`src/rtl/key_search_ctrl_pkg.sv`:
```
// Shared definitions for the key search controller.
//   KEY_W_DEF            default candidate key width
//   CH_LO_DEF/CH_HI_DEF  default printable byte window
//   ks_state_t           search FSM states
//   scan_ph_t            pt scanner phases
//   is_printable()       byte window test
package key_search_ctrl_pkg;
    localparam int         KEY_W_DEF = 24;
    localparam logic [7:0] CH_LO_DEF = 8'h20;
    localparam logic [7:0] CH_HI_DEF = 8'h7E;

    typedef enum logic [2:0] {
        IDLE, ISSUE, WAIT_A4, RD_LEN, CHK, NEXT, DONE
    } ks_state_t;

    typedef enum logic [1:0] {
        SC_IDLE, SC_WAIT, SC_LEN, SC_CHK
    } scan_ph_t;

    function automatic logic is_printable(input logic [7:0] b,
                                          input logic [7:0] lo,
                                          input logic [7:0] hi);
        return (b >= lo) && (b <= hi);
    endfunction
endpackage

```
`src/rtl/key_search_ctrl_pt_scan.sv`:
```
// Plaintext scanner: reads the length byte at address 0, then checks bytes
// 1..len against the printable window, one byte per cycle.
//   clk, rst_n   clock / async active-low reset
//   start        pulse: begin a scan (address 0 is presented next cycle)
//   rddata       pt memory read data (1-cycle synchronous latency)
//   addr         pt memory read address
//   len_phase    high during the cycle the length byte is latched
//   done, pass   done pulses once per scan; pass qualifies the verdict
module key_search_ctrl_pt_scan
    import key_search_ctrl_pkg::*;
#(
    parameter logic [7:0] CH_LO = CH_LO_DEF,
    parameter logic [7:0] CH_HI = CH_HI_DEF
) (
    input  logic       clk,
    input  logic       rst_n,
    input  logic       start,
    input  logic [7:0] rddata,
    output logic [7:0] addr,
    output logic       len_phase,
    output logic       done,
    output logic       pass
);
    scan_ph_t   ph;
    logic [7:0] len;
    logic [7:0] idx;   // index of the byte currently on rddata
    logic       dvld;  // rddata holds a byte issued in the previous cycle

    assign len_phase = (ph == SC_LEN);

    always_comb begin
        done = 1'b0;
        pass = 1'b0;
        if (ph == SC_LEN && rddata == 8'h00) begin
            // empty message is accepted outright
            done = 1'b1;
            pass = 1'b1;
        end else if (ph == SC_CHK && dvld) begin
            if (!is_printable(rddata, CH_LO, CH_HI)) begin
                done = 1'b1;
            end else if (idx == len) begin
                done = 1'b1;
                pass = 1'b1;
            end
        end
    end

    always_ff @(posedge clk or negedge rst_n) begin
        if (!rst_n) begin
            ph   <= SC_IDLE;
            addr <= 8'h00;
            len  <= 8'h00;
            idx  <= 8'h00;
            dvld <= 1'b0;
        end else if (start) begin
            addr <= 8'h00;
            dvld <= 1'b0;
            ph   <= SC_WAIT;
        end else begin
            case (ph)
                SC_WAIT: ph <= SC_LEN;
                SC_LEN: begin
                    len <= rddata;
                    if (rddata == 8'h00) begin
                        ph <= SC_IDLE;
                    end else begin
                        addr <= 8'h01;
                        dvld <= 1'b0;
                        ph   <= SC_CHK;
                    end
                end
                SC_CHK: begin
                    if (done) begin
                        dvld <= 1'b0;
                        ph   <= SC_IDLE;
                    end else begin
                        dvld <= 1'b1;
                        idx  <= addr;
                        // stop at len so len=255 never wraps to 0
                        if (addr != len) addr <= addr + 8'h01;
                    end
                end
                default: ph <= SC_IDLE;
            endcase
        end
    end
endmodule

```
`src/rtl/key_search_ctrl.sv`:
```
// Key search controller: sweeps candidate keys through an external arc4,
// then scans the resulting plaintext for all-printable content.
//   clk, rst_n          clock / async active-low reset
//   en, rdy             search start handshake (en honoured while rdy=1)
//   key, key_valid      search result, valid while rdy=1
//   a4_en, a4_rdy       arc4 start pulse / arc4 ready
//   a4_key              candidate key, stable while arc4 runs
//   pt_addr, pt_rddata  pt memory read port
//   pt_owner            1 = this block drives the pt memory port
module key_search_ctrl
    import key_search_ctrl_pkg::*;
#(
    parameter int               KEY_W     = KEY_W_DEF,
    parameter logic [KEY_W-1:0] KEY_START = '0,
    parameter logic [KEY_W-1:0] KEY_MAX   = '1,
    parameter logic [7:0]       CH_LO     = CH_LO_DEF,
    parameter logic [7:0]       CH_HI     = CH_HI_DEF
) (
    input  logic             clk,
    input  logic             rst_n,
    input  logic             en,
    output logic             rdy,
    output logic [KEY_W-1:0] key,
    output logic             key_valid,
    output logic             a4_en,
    input  logic             a4_rdy,
    output logic [KEY_W-1:0] a4_key,
    output logic [7:0]       pt_addr,
    input  logic [7:0]       pt_rddata,
    output logic             pt_owner
);
    ks_state_t        state, state_n;
    logic [KEY_W-1:0] a4_key_n, key_n;
    logic             key_valid_n, pt_owner_n;
    logic             accept, accept_n;
    logic             first, first_n;  // first WAIT_A4 cycle: arc4 rdy not yet dropped
    logic             scan_start, scan_len, scan_done, scan_pass;

    key_search_ctrl_pt_scan #(.CH_LO(CH_LO), .CH_HI(CH_HI)) u_scan (
        .clk       (clk),
        .rst_n     (rst_n),
        .start     (scan_start),
        .rddata    (pt_rddata),
        .addr      (pt_addr),
        .len_phase (scan_len),
        .done      (scan_done),
        .pass      (scan_pass)
    );

    always_comb begin
        state_n     = state;
        a4_key_n    = a4_key;
        key_n       = key;
        key_valid_n = key_valid;
        pt_owner_n  = pt_owner;
        accept_n    = accept;
        first_n     = first;
        a4_en       = 1'b0;
        scan_start  = 1'b0;
        case (state)
            IDLE: begin
                if (en && rdy) begin
                    key_valid_n = 1'b0;
                    a4_key_n    = KEY_START;
                    accept_n    = 1'b0;
                    state_n     = ISSUE;
                end
            end
            ISSUE: begin
                // decoded from state, so reset forces it low immediately
                if (a4_rdy) begin
                    a4_en   = 1'b1;
                    first_n = 1'b1;
                    state_n = WAIT_A4;
                end
            end
            WAIT_A4: begin
                first_n = 1'b0;
                if (!first && a4_rdy) begin
                    pt_owner_n = 1'b1;
                    scan_start = 1'b1;
                    state_n    = RD_LEN;
                end
            end
            RD_LEN: begin
                if (scan_done) begin
                    accept_n = 1'b1;
                    state_n  = DONE;
                end else if (scan_len) begin
                    state_n = CHK;
                end
            end
            CHK: begin
                if (scan_done) begin
                    accept_n = scan_pass;
                    state_n  = scan_pass ? DONE : NEXT;
                end
            end
            NEXT: begin
                pt_owner_n = 1'b0;
                // >= also ends a sweep whose start lies above its limit
                if (a4_key >= KEY_MAX) begin
                    key_valid_n = 1'b0;
                    accept_n    = 1'b0;
                    state_n     = DONE;
                end else begin
                    a4_key_n = a4_key + 1'b1;
                    state_n  = ISSUE;
                end
            end
            DONE: begin
                pt_owner_n = 1'b0;
                if (accept) begin
                    key_n       = a4_key;
                    key_valid_n = 1'b1;
                end
                state_n = IDLE;
            end
            default: state_n = IDLE;
        endcase
    end

    always_ff @(posedge clk or negedge rst_n) begin
        if (!rst_n) begin
            state     <= IDLE;
            rdy       <= 1'b0;
            key       <= '0;
            key_valid <= 1'b0;
            a4_key    <= '0;
            pt_owner  <= 1'b0;
            accept    <= 1'b0;
            first     <= 1'b0;
        end else begin
            state     <= state_n;
            rdy       <= (state_n == IDLE);
            key       <= key_n;
            key_valid <= key_valid_n;
            a4_key    <= a4_key_n;
            pt_owner  <= pt_owner_n;
            accept    <= accept_n;
            first     <= first_n;
        end
    end
endmodule
```
`config.mk`:
```
export PLATFORM = sky130hd
export DESIGN_NAME = key_search_ctrl
export DESIGN_NICKNAME = d
export VERILOG_FILES = /design/src/rtl/key_search_ctrl_pkg.sv /design/src/rtl/key_search_ctrl_pt_scan.sv /design/src/rtl/key_search_ctrl.sv
export SDC_FILE = /design/constraint.sdc
export NUM_CORES = 1
export LEC_CHECK = 0
export ABC_AREA = 1
export CORE_MARGIN = 5
export CORE_UTILIZATION = 45
export CTS_BUF_LIST = sky130_fd_sc_hd__clkbuf_4
export CTS_CLUSTER_DIAMETER = 50
export DETAILED_ROUTE_END_ITERATION = 10
export PLACE_DENSITY = 0.74
export SETUP_SLACK_MARGIN = 0.02
export SLEW_MARGIN = 20
export SYNTH_ARGS = -nofsm -noshare
export SYNTH_HDL_FRONTEND = slang
export SYNTH_SLANG_ARGS = --single-unit
export TNS_END_PERCENT = 10
```
`constraint.sdc`:
```
create_clock -name clk -period 4.45 [get_ports clk]
set_input_delay 0.6675 -clock clk [delete_from_list [all_inputs] [get_ports clk]]
set_output_delay 0.6675 -clock clk [all_outputs]
set_load 0.005 [all_outputs]
```
## Word-level counts from Yosys, hierarchy flattened

Cells that the tools add are included.

| storage, ports and cells | value |
|---|---|
| register bits after elaboration | 83 |
| input bits | 12 |
| output and inout bits | 60 |
| logic and storage cells | 116 |

| cells by class | value |
|---|---|
| add/subtract/negate cells | 2 |
| magnitude comparators | 3 |
| equal/unequal tests | 23 |
| multiplexer cells | 47 |
| bitwise operators | 2 |
| reduce and logical (&&, ||, !) cells | 26 |

Operator list:

| operator | count |
|---|---|
| 2-to-1 mux 24 bit | 2 |
| one-hot mux 24 bit (2 select lines) | 1 |
| 2-to-1 mux 8 bit | 4 |
| adder 24 x 1 -> 24 bit, second input constant | 1 |
| >= comparator 24 bit, second input constant | 1 |
| 2-to-1 mux 1 bit | 21 |
| 2-to-1 mux 3 bit | 7 |
| one-hot mux 3 bit (6 select lines) | 1 |
| != test 2 bit, second input constant | 8 |
| one-hot mux 8 bit (2 select lines) | 1 |
| != test 3 bit, second input constant | 4 |
| AND reduction 2 bit | 5 |
| == test 3 bit, second input constant | 3 |
| adder 8 x 1 -> 8 bit, second input constant | 1 |
| == test 8 bit | 1 |
| >= comparator 8 x 6 -> 1 bit, second input constant | 1 |
| <= comparator 8 x 7 -> 1 bit, second input constant | 1 |
| logical NOT 8 bit | 1 |
| 2-to-1 mux 2 bit | 4 |
| != test 8 bit | 1 |
| AND reduction 4 bit | 2 |
| == test 3 x 2 -> 1 bit, second input constant | 2 |
| logical NOT 3 bit | 2 |
| one-hot mux 1 bit (2 select lines) | 3 |
| 15 further kinds | 25 |

## Longest topological paths before layout

| logic depth | value |
|---|---|
| depth after elaboration | 9 |
| mapped depth | 14 |
| gate-level depth less buffers | 14 |

## By module

From an unflattened synthesis, not the netlist that was laid out.

| unflattened totals | value |
|---|---|
| cells, all modules | 607 |
| area total of the unflattened synthesis | 4650.7 um2 |

Modules (own cells, without submodules):

| module | instances | cells each | area an instance (um2) | sequential area each (um2) |
|---|---|---|---|---|
| key_search_ctrl | 1 | 390 | 3011.6 | 1401.3 |
| key_search_ctrl_pt_scan | 1 | 217 | 1639.1 | 675.6 |

## Worst setup path before layout

OpenSTA, ideal clock, no wires.

| timing | value |
|---|---|
| path type | input to register |
| start | input port pt_rddata[3] |
| end | register u_scan.addr[6] |
| library setup time | 127 ps |
| arrival | 1667 ps |
| required time | 4323 ps |
| slack | 2655 ps |
| stages | 11 |
| path buffers | 1 |
| cells stage by stage | nor2_1 -> nand2_1 -> nor2_1 -> nor2_1 -> nor2_2 -> nand2_1 -> o21ai_0 -> o21ai_4 -> buf_6 -> nand2_1 -> o21ai_0 |

| on the way | value |
|---|---|
| word-level cells in the longest chain between the ends | 7 |
| elaborated cells between the ends (all ways) | 11 |
| those cells by class | 2 x order compare; 2 x eq/ne; 3 x mux; 4 x reduce/logical |

Ends and longest elaborated chain:

| what | RTL line | text |
|---|---|---|
| from (decl) | key_search_ctrl.sv:29 | `input logic [7:0] pt_rddata,` |
| >= comparator 8 x 6 -> 1 bit / <= comparator 8 x 7 -> 1 bit (equally long branches) | key_search_ctrl_pkg.sv:23 | `return (b >= lo) && (b <= hi);` |
| logical AND 1 bit | key_search_ctrl_pkg.sv:23 |  |
| 2-to-1 mux 1 bit | key_search_ctrl_pt_scan.sv:39 | `if (!is_printable(rddata, CH_LO, CH_HI)) begin` |
| 2-to-1 mux 1 bit | key_search_ctrl_pt_scan.sv:38 | `end else if (ph == SC_CHK && dvld) begin` |
| 2-to-1 mux 1 bit | key_search_ctrl_pt_scan.sv:34 | `if (ph == SC_LEN && rddata == 8'h00) begin` |
| != test 3 bit (no source line) | -- |  |
| AND reduction 4 bit (no source line) (*) | -- |  |
| to (signal assigned) | key_search_ctrl_pt_scan.sv:80 | `if (addr != len) addr <= addr + 8'h01;` |
| to (decl) | key_search_ctrl_pt_scan.sv:19 | `output logic [7:0] addr,` |

Every way passes the cells marked *; elsewhere a longest branch is shown, timed or not.
A chain may end at the register's enable or synchronous reset.

## Worst setup path after layout

| timing | value |
|---|---|
| start | register state[1] |
| end | output port a4_en |

| on the way | value |
|---|---|
| word-level cells in the longest chain between the ends | 2 |

Ends and longest elaborated chain:

| what | RTL line | text |
|---|---|---|
| from (decl) | key_search_ctrl.sv:32 | `ks_state_t state, state_n;` |
| from (signal assigned) | key_search_ctrl.sv:134 | `state <= state_n;` |
| == test 3 x 1 -> 1 bit | key_search_ctrl.sv:60 | `case (state)` |
| 2-to-1 mux 1 bit | key_search_ctrl.sv:60 |  |
| to (decl) | key_search_ctrl.sv:25 | `output logic a4_en,` |

Every way passes these cells.

==> summary.txt <==
Global routing
  – Met2 Resource Use GR: roughly a third
  – Largest net degree at the start of global routing: 84
  – M1 GR Usage: 26.2%
  – Met3 GRT Util: 3.43%
  – Top Usage Layer GRT: met2
  – Global route overflow: 0
  – First-pass GRT wire length: 19000 um
  – Number of global-route vias before repair: 3916
  – Initial antenna violation count: 0
  – GRT Util Overall: 20.2%

Clock tree
  – # hold bufs at CTS: 0
  – CTS H-tree depth: 3
  – Clock Pin Slew Worst Setup and Hold Paths: 0.14 ns
  – TritonCTS clock tree: built
  – CTS Sinks: 83
  – Clock tree buffer depth: 2
  – Worst-Skew Late Latency: 0.45 ns
  – Post-CTS Setup Repair Bufs: 0
  – Root Driver: clkbuf_4
  – CTS resizes: 0
  – TritonCTS Buffers: 9

Outcome
  – Status: finished, final reports clean

Pwr
  – Lkg Pwr: between 2 and 2.5 nW
  – Flop pwr share: between 40% and 50%
  – Psw: 0.673 mW
  – Sw Share: 34.1%
  – Worst vdd ir: ~0.26 mV
  – Clk pwr share: 25.6%
  – Internal power: 1.30 mW
  – Cell Pwr Density: ~370 nW/um2
  – Combinational power share: 25.2%

Die
  – Number of top-level pins: 72
  – Core Rows: 36
  – Die Width: 109 um
  – Total die area: 11800 um2
  – Initial Utilization: 45.5%
  – Core region area: a little under 10000 um2
  – Chip height: approximately 110 um

Route
  – DR vias: 3987
  – Remaining DRCs: 0
  – Initial DRT Pass Iterations: 5
  – Antenna Nets Post-Route: 0
  – Vias per cell: approximately 5.2
  – 1st-iter DRT viols: 347
  – Final WL: 11300 um
  – DR WL/cell: 14.8 um

Place
  – Detailed placement HPWL: 8360 um
  – Placer Congestion: 0.841
  – I/O Buffers: 71

Finish
  – Layout area overhead: 22.1%
  – Nets: 643
  – Share of layout cells above drive strength 1: 6.02%
  – Inserted Diodes: 0

Yosys
  – #FFs+latches synth: 83
  – Syn_area_per_cell: 7.88 um2
  – Syn Inst Count: ~560
  – Async S/R FF share, synth: 100%
  – Synth cell count leaders: 145 x nand2_1, 83 x dfrtp_1, 65 x inv_1
  – YS warnings: 0
  – Post-Syn Nets: about 570
  – Cell with the most instances after synthesis: nand2_1
  – Post-synth cell types: 33
  – Share of the synthesized area in the top cell type: 47.3%
  – Post-synth EDFFs: 0
  – Area leader, netlist: dfrtp_1
  – Post-synth top flop: dfrtp_1
  – Netlist Area Pre-Place: 4390 um2
  – Synth area leaders: dfrtp_1 47%, nand2_1 12%, o21ai_0 5.6%
  – Sequential fraction of the synthesis area: 47.3%

Timing
  – Fin crit share: 57.4%
  – Actual slew at the worst max-slew pin: about 0.75 ns
  – Final Max Slew Viols: 0
  – Final setup vio count: 0
  – FMAX: between 0.3 and 0.4 GHz
  – Max-Slew Margin vs Limit: between 40% and 50%
  – Tmin final: 2.55 ns
  – RSZ-0062 raised after global routing: no
  – Endpoints failing hold: 0
  – Setup tns final: 0 ns
  – Final hold slack: 0.228 ns
  – Clock Skew: 0.0168 ns

Worst hold path
  – Worst Hold Class: primary input to asynchronous set/reset pin

Critical path
  – CP max FO: 4
  – CP required: 3.78 ns
  – Crit path arrival time: 1.89 ns
  – Critical Path Source Type: flop
  – CP Capture Type: primary output
  – Kind of critical path: flop to primary output

Job
  – Maxcap violations: 0
## worst max-delay path, stage by stage (launching register included)
cell             delay [ns]
dfrtp_1                0.45
nor3_1                 0.28
nand2_1                0.11
inv_1                  0.10
clkdlybuf4s50_1        0.50
## cells by family after synthesis
| kind of cell | count (synthesis) | synth area share (%) |
|---|---|---|
| buffers and inverters | 85 | 7.93 |
| XOR/XNOR | 29 | 5.79 |
| AND/OR/NAND/NOR | 260 | 25.6 |
| adder cells (fa/ha/maj) | 5 | 1.43 |
| AO/OA/AOI/OAI | 93 | 11.4 |
| multiplexers | 2 | 0.513 |
| flip-flops | 83 | 47.3 |
## stage by stage
stage / utilization, % / cell area, um2 / std cells / power, mW / setup slack (ns)
after detailed placement: 53.9 / 5190 / 748 / 1.48 / 1.80
after CTS: 55.5 / 5350 / 764 / 1.98 / 1.88
after global placement: 53.9 / 5190 / 748 / 1.46 / 1.89
after global routing: 55.6 / 5360 / 764 / 2.10 / 1.75
final: 55.6 / 5360 / 764 / 1.97 / 1.90
after floorplan: - / 4390 / 557 / 1.30 / 2.66
## final cells by class
| cell class | instances | area, um2 |
|---|---|---|
| tap | 133 | 166 |
| clock inverter | 7 | 92.6 |
| inverter | 70 | 263 |
| fill | 925 | 4280 |
| multi-input combinational | 389 | 1960 |
| timing repair buffer | 73 | 727 |
| clock buffer | 9 | 67.6 |
| sequential | 83 | 2080 |
## power by group through the flow
stage / Sequential (mW) / Clock, mW / Combinational [mW]
after floorplan: 0.954 / 0 / 0.345
after global placement: 0.981 / 0 / 0.483
after global routing: 0.989 / 0.543 / 0.563
after CTS: 0.971 / 0.510 / 0.501
after detailed placement: 0.983 / 0 / 0.498
final: 0.971 / 0.504 / 0.497
## layout by cell type (no fill, tap or decap), types with 11 or more instances in the layout
| cell | n |
|---|---|
| nand2_1 | 145 |
| dfrtp_1 | 83 |
| clkdlybuf4s50_1 | 70 |
| inv_1 | 65 |
| nor2_1 | 51 |
| o21ai_0 | 49 |
| nand3_1 | 17 |
| nor3_1 | 17 |
| xor2_1 | 17 |
| o21ai_1 | 15 |
| a21oi_1 | 13 |
| xnor2_1 | 12 |
| nand4_1 | 11 |
## metal layers
metal,wire (um),vias up
li1,-,1949
met1,5100,1898
met2,5510,119
met3,524,21
met4,172,0
met5,0,-
## worst paths after layout
| path | slack (ns) | cells after the start | startpoint | to |
|---|---|---|---|---|
| worst max-delay path | 1.90 | 4 | state[1] | a4_en |
| worst min-delay path | 0.23 | 1 | rst_n | key[16] |
| worst max register to register | 2.11 | 9 | a4_key[0] | a4_key[19] |
| worst min register to register | 0.49 | 2 | key_valid | key_valid |
| max in group asynchronous | 3.68 | 1 | rst_n | key[1] |
| min in group clk | 0.49 | 2 | key_valid | key_valid |
## flip-flops by register name, indices dropped and copies added, names as in the netlist, 2 cells and up
signal       flops
a4_key          24
key             24
u_scan.addr      8
u_scan.idx       8
u_scan.len       8
state            3
u_scan.ph        2
Note: power is estimated with default switching activity, not from simulation.
